$ cat src/rtl/mm_tile_sched_pkg.sv
// Shared types and sizing helpers for the matrix-multiply tile scheduler.
package mm_tile_sched_pkg;

    typedef enum logic [2:0] {
        S_IDLE,
        S_LOAD,
        S_ISSUE,
        S_DRAIN,
        S_DONE
    } sched_state_e;

    function automatic int unsigned tile_cnt(input int unsigned dim, input int unsigned blk);
        return dim / blk;
    endfunction

    function automatic int unsigned idx_w(input int unsigned n);
        return (n > 1) ? $clog2(n) : 1;
    endfunction

    function automatic int unsigned max_u(input int unsigned a, input int unsigned b);
        return (a > b) ? a : b;
    endfunction

endpackage

$ cat src/rtl/mm_tile_sched_if.sv
// Row-load / MAC-issue handshake bundle between the scheduler (master) and its environment (slave).
interface mm_tile_sched_if #(
    parameter int unsigned ROW_A      = 8,
    parameter int unsigned K_DIM      = 8,
    parameter int unsigned COL_W      = 8,
    parameter int unsigned BLOCK_SIZE = 2,
    parameter int unsigned CHUNK_SIZE = 4
);
    import mm_tile_sched_pkg::*;

    localparam int unsigned RW = idx_w(tile_cnt(ROW_A, BLOCK_SIZE));
    localparam int unsigned CW = idx_w(tile_cnt(COL_W, CHUNK_SIZE));
    localparam int unsigned KW = idx_w(tile_cnt(K_DIM, CHUNK_SIZE));

    logic          start;
    logic          row_valid;
    logic          row_ready;
    logic          buf_a_en;
    logic          buf_w_en;
    logic          slice_ready;
    logic          mac_en;
    logic          mac_first;
    logic          mac_last;
    logic [RW-1:0] tile_row;
    logic [CW-1:0] tile_col;
    logic [KW-1:0] k_idx;
    logic          busy;
    logic          done;

    modport master (
        input  start, row_valid, slice_ready,
        output row_ready, buf_a_en, buf_w_en, mac_en, mac_first, mac_last,
               tile_row, tile_col, k_idx, busy, done
    );

    modport slave (
        output start, row_valid, slice_ready,
        input  row_ready, buf_a_en, buf_w_en, mac_en, mac_first, mac_last,
               tile_row, tile_col, k_idx, busy, done
    );

endinterface

$ cat src/rtl/mm_tile_sched_tile_idx_counter.sv
// Three-level nested wrap counter: k innermost, then column, then row, with last flags.
module tile_idx_counter
    import mm_tile_sched_pkg::*;
#(
    parameter int unsigned N_ROW = 4,
    parameter int unsigned N_COL = 2,
    parameter int unsigned N_K   = 2
) (
    input  logic                    i_clk,
    input  logic                    i_rst_n,
    input  logic                    i_clr,
    input  logic                    i_adv,
    output logic [idx_w(N_ROW)-1:0] o_row,
    output logic [idx_w(N_COL)-1:0] o_col,
    output logic [idx_w(N_K)-1:0]   o_k,
    output logic                    o_k_first,
    output logic                    o_k_last,
    output logic                    o_all_last
);
    localparam int unsigned RW = idx_w(N_ROW);
    localparam int unsigned CW = idx_w(N_COL);
    localparam int unsigned KW = idx_w(N_K);

    logic [RW-1:0] r_row;
    logic [CW-1:0] r_col;
    logic [KW-1:0] r_k;
    logic          w_row_last;
    logic          w_col_last;
    logic          w_k_last;

    assign w_row_last = (r_row == RW'(N_ROW - 1));
    assign w_col_last = (r_col == CW'(N_COL - 1));
    assign w_k_last   = (r_k == KW'(N_K - 1));

    assign o_row      = r_row;
    assign o_col      = r_col;
    assign o_k        = r_k;
    assign o_k_first  = (r_k == '0);
    assign o_k_last   = w_k_last;
    assign o_all_last = w_row_last && w_col_last && w_k_last;

    always_ff @(posedge i_clk or negedge i_rst_n) begin
        if (!i_rst_n) begin
            r_row <= '0;
            r_col <= '0;
            r_k   <= '0;
        end else if (i_clr) begin
            r_row <= '0;
            r_col <= '0;
            r_k   <= '0;
        end else if (i_adv) begin
            if (w_k_last) begin
                r_k <= '0;
                if (w_col_last) begin
                    r_col <= '0;
                    r_row <= w_row_last ? '0 : r_row + 1'b1;
                end else begin
                    r_col <= r_col + 1'b1;
                end
            end else begin
                r_k <= r_k + 1'b1;
            end
        end
    end

endmodule

$ cat src/rtl/mm_tile_sched.sv
// Tile scheduler: loads A/W rows into reorder buffers, issues block pairs to MAC cores, drains.
// Optional SCHED_PERF_CNT_EN adds o_perf_cycles, a saturating start-to-done cycle counter.
module mm_tile_sched
    import mm_tile_sched_pkg::*;
#(
    parameter int unsigned ROW_A      = 8,
    parameter int unsigned K_DIM      = 8,
    parameter int unsigned COL_W      = 8,
    parameter int unsigned BLOCK_SIZE = 2,
    parameter int unsigned CHUNK_SIZE = 4,
    parameter int unsigned DRAIN_LAT  = 3
) (
    input  logic i_clk,
    input  logic i_rst_n,
    mm_tile_sched_if.master bus
`ifdef SCHED_PERF_CNT_EN
    ,
    output logic [31:0] o_perf_cycles
`endif
);
    localparam int unsigned N_ROW = tile_cnt(ROW_A, BLOCK_SIZE);
    localparam int unsigned N_COL = tile_cnt(COL_W, CHUNK_SIZE);
    localparam int unsigned N_K   = tile_cnt(K_DIM, CHUNK_SIZE);
    localparam int unsigned NROWS = max_u(ROW_A, K_DIM);
    localparam int unsigned RCW   = $clog2(NROWS + 1);
    localparam int unsigned DCW   = idx_w(DRAIN_LAT);

    sched_state_e r_state;
    sched_state_e w_state_nxt;
    logic [RCW-1:0] r_rows;
    logic [DCW-1:0] r_drain;
    logic           r_done;

    logic w_start;
    logic w_accept;
    logic w_row_ready;
    logic w_buf_a_en;
    logic w_buf_w_en;
    logic w_mac_en;
    logic w_busy;
    logic w_k_first;
    logic w_k_last;
    logic w_all_last;

    logic [idx_w(N_ROW)-1:0] w_row;
    logic [idx_w(N_COL)-1:0] w_col;
    logic [idx_w(N_K)-1:0]   w_k;

    tile_idx_counter #(
        .N_ROW (N_ROW),
        .N_COL (N_COL),
        .N_K   (N_K)
    ) u_idx (
        .i_clk      (i_clk),
        .i_rst_n    (i_rst_n),
        .i_clr      (w_start),
        .i_adv      (w_mac_en),
        .o_row      (w_row),
        .o_col      (w_col),
        .o_k        (w_k),
        .o_k_first  (w_k_first),
        .o_k_last   (w_k_last),
        .o_all_last (w_all_last)
    );

    always_comb begin
        w_state_nxt = r_state;
        w_start     = 1'b0;
        w_row_ready = 1'b0;
        w_accept    = 1'b0;
        w_buf_a_en  = 1'b0;
        w_buf_w_en  = 1'b0;
        w_mac_en    = 1'b0;
        w_busy      = 1'b0;
        case (r_state)
            S_IDLE, S_DONE: begin
                w_start = bus.start;
                if (bus.start) w_state_nxt = S_LOAD;
            end
            S_LOAD: begin
                w_busy      = 1'b1;
                w_row_ready = 1'b1;
                w_accept    = bus.row_valid;
                w_buf_a_en  = bus.row_valid && (r_rows < RCW'(ROW_A));
                w_buf_w_en  = bus.row_valid && (r_rows < RCW'(K_DIM));
                if (bus.row_valid && (r_rows == RCW'(NROWS - 1))) w_state_nxt = S_ISSUE;
            end
            S_ISSUE: begin
                w_busy   = 1'b1;
                w_mac_en = bus.slice_ready;
                if (bus.slice_ready && w_all_last) w_state_nxt = S_DRAIN;
            end
            S_DRAIN: begin
                w_busy = 1'b1;
                if (r_drain == DCW'(DRAIN_LAT - 1)) w_state_nxt = S_DONE;
            end
            default: w_state_nxt = S_IDLE;
        endcase
    end

    always_ff @(posedge i_clk or negedge i_rst_n) begin
        if (!i_rst_n) begin
            r_state <= S_IDLE;
            r_rows  <= '0;
            r_drain <= '0;
            r_done  <= 1'b0;
        end else begin
            r_state <= w_state_nxt;
            r_done  <= (r_state == S_DRAIN) && (w_state_nxt == S_DONE);
            if (w_start)       r_rows <= '0;
            else if (w_accept) r_rows <= r_rows + 1'b1;
            r_drain <= (r_state == S_DRAIN) ? r_drain + 1'b1 : '0;
        end
    end

`ifdef SCHED_PERF_CNT_EN
    logic [31:0] r_perf;

    always_ff @(posedge i_clk or negedge i_rst_n) begin
        if (!i_rst_n)                   r_perf <= '0;
        else if (w_start)               r_perf <= '0;
        else if (w_busy && r_perf != '1) r_perf <= r_perf + 1'b1;
    end

    assign o_perf_cycles = r_perf;
`endif

    assign bus.row_ready = w_row_ready;
    assign bus.buf_a_en  = w_buf_a_en;
    assign bus.buf_w_en  = w_buf_w_en;
    assign bus.mac_en    = w_mac_en;
    assign bus.mac_first = w_mac_en && w_k_first;
    assign bus.mac_last  = w_mac_en && w_k_last;
    assign bus.tile_row  = w_row;
    assign bus.tile_col  = w_col;
    assign bus.k_idx     = w_k;
    assign bus.busy      = w_busy;
    assign bus.done      = r_done;

endmodule
$ cat src/flat_wrapper.sv
// flat-port wrapper written by rule: the top's interface ports become plain ports
module mm_tile_sched_flat import mm_tile_sched_pkg::*;
#(
    parameter int unsigned ROW_A      = 8,
    parameter int unsigned K_DIM      = 8,
    parameter int unsigned COL_W      = 8,
    parameter int unsigned BLOCK_SIZE = 2,
    parameter int unsigned CHUNK_SIZE = 4,
    parameter int unsigned DRAIN_LAT  = 3
)
  (i_clk, i_rst_n, bus_start, bus_row_valid, bus_slice_ready, bus_row_ready, bus_buf_a_en, bus_buf_w_en, bus_mac_en, bus_mac_first, bus_mac_last, bus_tile_row, bus_tile_col, bus_k_idx, bus_busy, bus_done);
  mm_tile_sched_if #(.ROW_A(ROW_A), .K_DIM(K_DIM), .COL_W(COL_W), .BLOCK_SIZE(BLOCK_SIZE), .CHUNK_SIZE(CHUNK_SIZE)) bus_i ();
  input  logic i_clk;
  input  logic i_rst_n;
  input wire logic [$bits(bus_i.start)-1:0] bus_start;
  input wire logic [$bits(bus_i.row_valid)-1:0] bus_row_valid;
  input wire logic [$bits(bus_i.slice_ready)-1:0] bus_slice_ready;
  output wire logic [$bits(bus_i.row_ready)-1:0] bus_row_ready;
  output wire logic [$bits(bus_i.buf_a_en)-1:0] bus_buf_a_en;
  output wire logic [$bits(bus_i.buf_w_en)-1:0] bus_buf_w_en;
  output wire logic [$bits(bus_i.mac_en)-1:0] bus_mac_en;
  output wire logic [$bits(bus_i.mac_first)-1:0] bus_mac_first;
  output wire logic [$bits(bus_i.mac_last)-1:0] bus_mac_last;
  output wire logic [$bits(bus_i.tile_row)-1:0] bus_tile_row;
  output wire logic [$bits(bus_i.tile_col)-1:0] bus_tile_col;
  output wire logic [$bits(bus_i.k_idx)-1:0] bus_k_idx;
  output wire logic [$bits(bus_i.busy)-1:0] bus_busy;
  output wire logic [$bits(bus_i.done)-1:0] bus_done;
  assign bus_i.start = bus_start;
  assign bus_i.row_valid = bus_row_valid;
  assign bus_i.slice_ready = bus_slice_ready;
  assign bus_row_ready = bus_i.row_ready;
  assign bus_buf_a_en = bus_i.buf_a_en;
  assign bus_buf_w_en = bus_i.buf_w_en;
  assign bus_mac_en = bus_i.mac_en;
  assign bus_mac_first = bus_i.mac_first;
  assign bus_mac_last = bus_i.mac_last;
  assign bus_tile_row = bus_i.tile_row;
  assign bus_tile_col = bus_i.tile_col;
  assign bus_k_idx = bus_i.k_idx;
  assign bus_busy = bus_i.busy;
  assign bus_done = bus_i.done;
  mm_tile_sched #(.ROW_A(ROW_A), .K_DIM(K_DIM), .COL_W(COL_W), .BLOCK_SIZE(BLOCK_SIZE), .CHUNK_SIZE(CHUNK_SIZE), .DRAIN_LAT(DRAIN_LAT)) u_core (.i_clk(i_clk), .i_rst_n(i_rst_n), .bus(bus_i));
endmodule
$ cat config.mk
export PLATFORM = sky130hd
export DESIGN_NAME = mm_tile_sched_flat
export DESIGN_NICKNAME = d
export VERILOG_FILES = /design/src/rtl/mm_tile_sched_pkg.sv /design/src/rtl/mm_tile_sched_if.sv /design/src/rtl/mm_tile_sched_tile_idx_counter.sv /design/src/rtl/mm_tile_sched.sv /design/src/flat_wrapper.sv
export SDC_FILE = /design/constraint.sdc
export NUM_CORES = 1
export LEC_CHECK = 0
export BUFFER_PORTS_ARGS = -buffer_cell sky130_fd_sc_hd__buf_2
export CORE_ASPECT_RATIO = 0.75
export CORE_MARGIN = 2
export CORE_UTILIZATION = 30
export DETAILED_ROUTE_END_ITERATION = 7
export PLACE_DENSITY_LB_ADDON = 0.25
export SKIP_CTS_REPAIR_TIMING = 1
export SLEW_MARGIN = 15
export SYNTH_ARGS = -nofsm -noshare
export SYNTH_HDL_FRONTEND = slang
export SYNTH_SLANG_ARGS = --single-unit
$ cat constraint.sdc
create_clock -name i_clk -period 1.2 [get_ports i_clk]
set_input_delay 0.24 -clock i_clk [delete_from_list [all_inputs] [get_ports i_clk]]
set_output_delay 0.24 -clock i_clk [all_outputs]
set_load 0.1 [all_outputs]
==> out/summary.txt <==
Maximum clock frequency -> 0.601 GHz
Most frequently used flop master after synthesis -> dfrtp_1
Startpoint Class -> flip-flop
CP max stage delay -> 0.44 ns
Ys async rst share -> 100%
Pwr/cell area -> 2570 mW/mm^2
Slowest cell on the critical path -> dfrtp_2
Antenna violations before repair -> 0
Clk root buf -> clkbuf_4
Max Root-Sink Buffers -> 2
Height of the chip -> 46.6 um
Cts bufs inserted -> 3
IO Count -> 17
Hold slack -> 0.335 ns
Antenna fix cells -> 0
Grt ovf -> 0
Syn Std Cell Area -> 727 um^2
Syn. warnings -> 0
Initial DRC count -> 0
Initial core utilization -> 31.7%
Gr usage total -> 13.0%
Vias per cell -> 4.41
Period utilization -> 139%
Setup ws final -> -0.465 ns
Number of synthesized flops with an enable pin -> 0
Synthesized instance count -> 70
Clock Skews -> 0.0134 ns
Run status -> complete, but fails checks
Final setup fails -> 21
Die X -> 60.8 um
Clk Latency, worst-skew pair -> 0.28 ns
Drt wl/cell -> 12.1 um
Final hold violation count -> 0
Final nets -> 116
Top cells by area, synth -> dfrtp_1 48%, mux2i_1 8.3%, ha_1 5.2%
Distinct cell type count after synthesis -> 29
Clock H-tree levels -> 1
Worst rel slew slack -> 77.9%
Worst slew pin tran -> 0.332 ns
Number of global-route vias before repair -> 616
Multi-input gate area -> 414 um^2
Site row count -> 15
Slew Viols, Final -> 0
Cell Chain, Critical Path -> and4bb_4 -> and2_4 -> buf_12
Failing checks -> negative setup slack
CP Max Fanout -> 4
Fin crit period -> 1.67 ns
Final instance area -> 0.00130 mm^2
Routed vias -> 622
CTS tree -> done
Arrival @ worst endpoint -> 1.43 ns
Setup CP Type -> flip-flop to output port
Area grow syn2layout -> 79.2%
Data required, critical path -> 0.96 ns
Drt drc -> 0
CP Capture Type -> output port
Mapped Nets -> 78
Final wirelength -> 1700 um
Layout cells sized above 1 -> 58.9%
Input/output buffers -> 16
Largest net degree at the start of global routing -> 15
FF/Latch Area -> 362 um^2
Synthesized flop and latch total -> 14
Mean Syn Cell Area -> 10.4 um^2
Pre-CTS setup slack -> -0.206 ns
Number of max-cap violations -> 0
Die area -> 0.00284 mm^2
Maximum VDD drop -> 735 uV
Worst-path clk slew -> 0.09 ns
Filler Cell Count -> 200
Area share of the largest cell type after synthesis -> 48.2%
ANT nets after route -> 0
Seq/Total Area, Yosys -> 48.2%
RSZ-0062 raised after global routing -> true
Dpl cell area -> 0.00114 mm^2
DP Wirelength -> 1250 um
GP Congestion -> 0.820
Post-synth top area cell -> dfrtp_1
First-pass detailed-route iteration total -> 1
Post-Route Utilization -> 56.9%
# clock sinks -> 14
First-pass GRT wire length -> 2590 um
Leak Pwr -> 0.614 nW
Core footprint -> 0.00229 mm^2
HP Class -> input port to flip-flop
[path summary, 6_finish.rpt]
| path | from | end | slack (ns) | cells past startpoint |
|---|---|---|---|---|
| setup reg to reg | u_core.r_state[1] | u_core.r_rows[3] | -0.24 | 5 |
| hold reg to reg | u_core.r_drain[0] | u_core.r_drain[0] | 0.43 | 1 |
| min in group asynchronous | i_rst_n | u_core.bus.done | 0.37 | 2 |
| max in group asynchronous | i_rst_n | u_core.u_idx.o_row[1] | 0.53 | 2 |
| setup / recovery | u_core.r_state[2] | bus_mac_last | -0.47 | 3 |
| hold / removal | bus_start | u_core.r_state[2] | 0.33 | 3 |
[metal layers]
| layer | GRT usage (%) | part of all wire [%] | up-vias |
|---|---|---|---|
| met5 | 0 | 0 | - |
| met4 | 4.35 | 0.47 | 0 |
| met3 | 6.46 | 3.8 | 2 |
| met2 | 20.0 | 51 | 12 |
| met1 | 15.9 | 45 | 298 |
| li1 | - | - | 310 |
[flip-flops by register name, indices dropped and copies added (netlist names)]
| name | flops |
|---|---|
| u_core.r_rows | 4 |
| u_core.bus.done | 1 |
| u_core.u_idx.o_col | 1 |
| u_core.r_drain | 2 |
| u_core.u_idx.o_k | 1 |
| u_core.u_idx.o_row | 2 |
| u_core.r_state | 3 |
[kinds of logic after synthesis]
family	Yosys count	synth area share, %
AND/OR/NAND/NOR	31	24.8
flip-flops	14	48.2
buffers and inverters	10	6.88
multiplexers	6	8.26
AO/OA/AOI/OAI	4	4.30
adder cells (fa/ha/maj)	3	5.16
XOR/XNOR	2	2.41
[per-stage QoR]
stage	TNS (ns)	cells	total power [mW]
floorplan	-4.65	70	2.15
global placement	-1.61	127	2.81
detailed placement	-1.87	127	2.85
CTS	-4.65	131	3.13
global route	-6.30	141	3.54
finish	-4.95	141	3.35
[layout by cell type (no fill, tap or decap), types with 2 or more instances in the layout]
cell type / count
buf_2: 4
nand4_1: 2
ha_1: 2
nor2_1: 6
dfrtp_1: 9
nand2_1: 6
xnor2_2: 2
buf_4: 16
dfrtp_2: 3
nor2_4: 2
and4bb_4: 2
dfrtp_4: 2
buf_6: 4
clkbuf_4: 3
mux2i_1: 5
inv_1: 6
buf_12: 12
[final cells by class]
class,instances,share of cell area [%]
well taps,34,3.27
repair buffers,37,33.4
multi-input cells,46,31.8
clock buffers,4,2.02
inverters,6,1.73
flip-flops and latches,14,27.8
[report_power, final]
part           switching (mW)  total [mW]  internal (mW)
logic                    1.34        2.32          0.981
clock network           0.146       0.275          0.129
registers               0.138       0.748          0.610
[synthesized netlist by cell type (2+ instances only)]
| library cell | n |
|---|---|
| ha_1 | 3 |
| mux2i_1 | 6 |
| nand2_1 | 7 |
| nor2_1 | 9 |
| dfrtp_1 | 14 |
| inv_1 | 6 |
| nand4_1 | 2 |
| xnor2_1 | 2 |
[critical path: cells and delay by family (launching register included)]
kind / cells / cell delay, ns
AND/OR/NAND/NOR: 2 / 0.53
flip-flops: 1 / 0.44
buffers and inverters: 1 / 0.17
No activity file was read; power rests on OpenSTA's default activity.
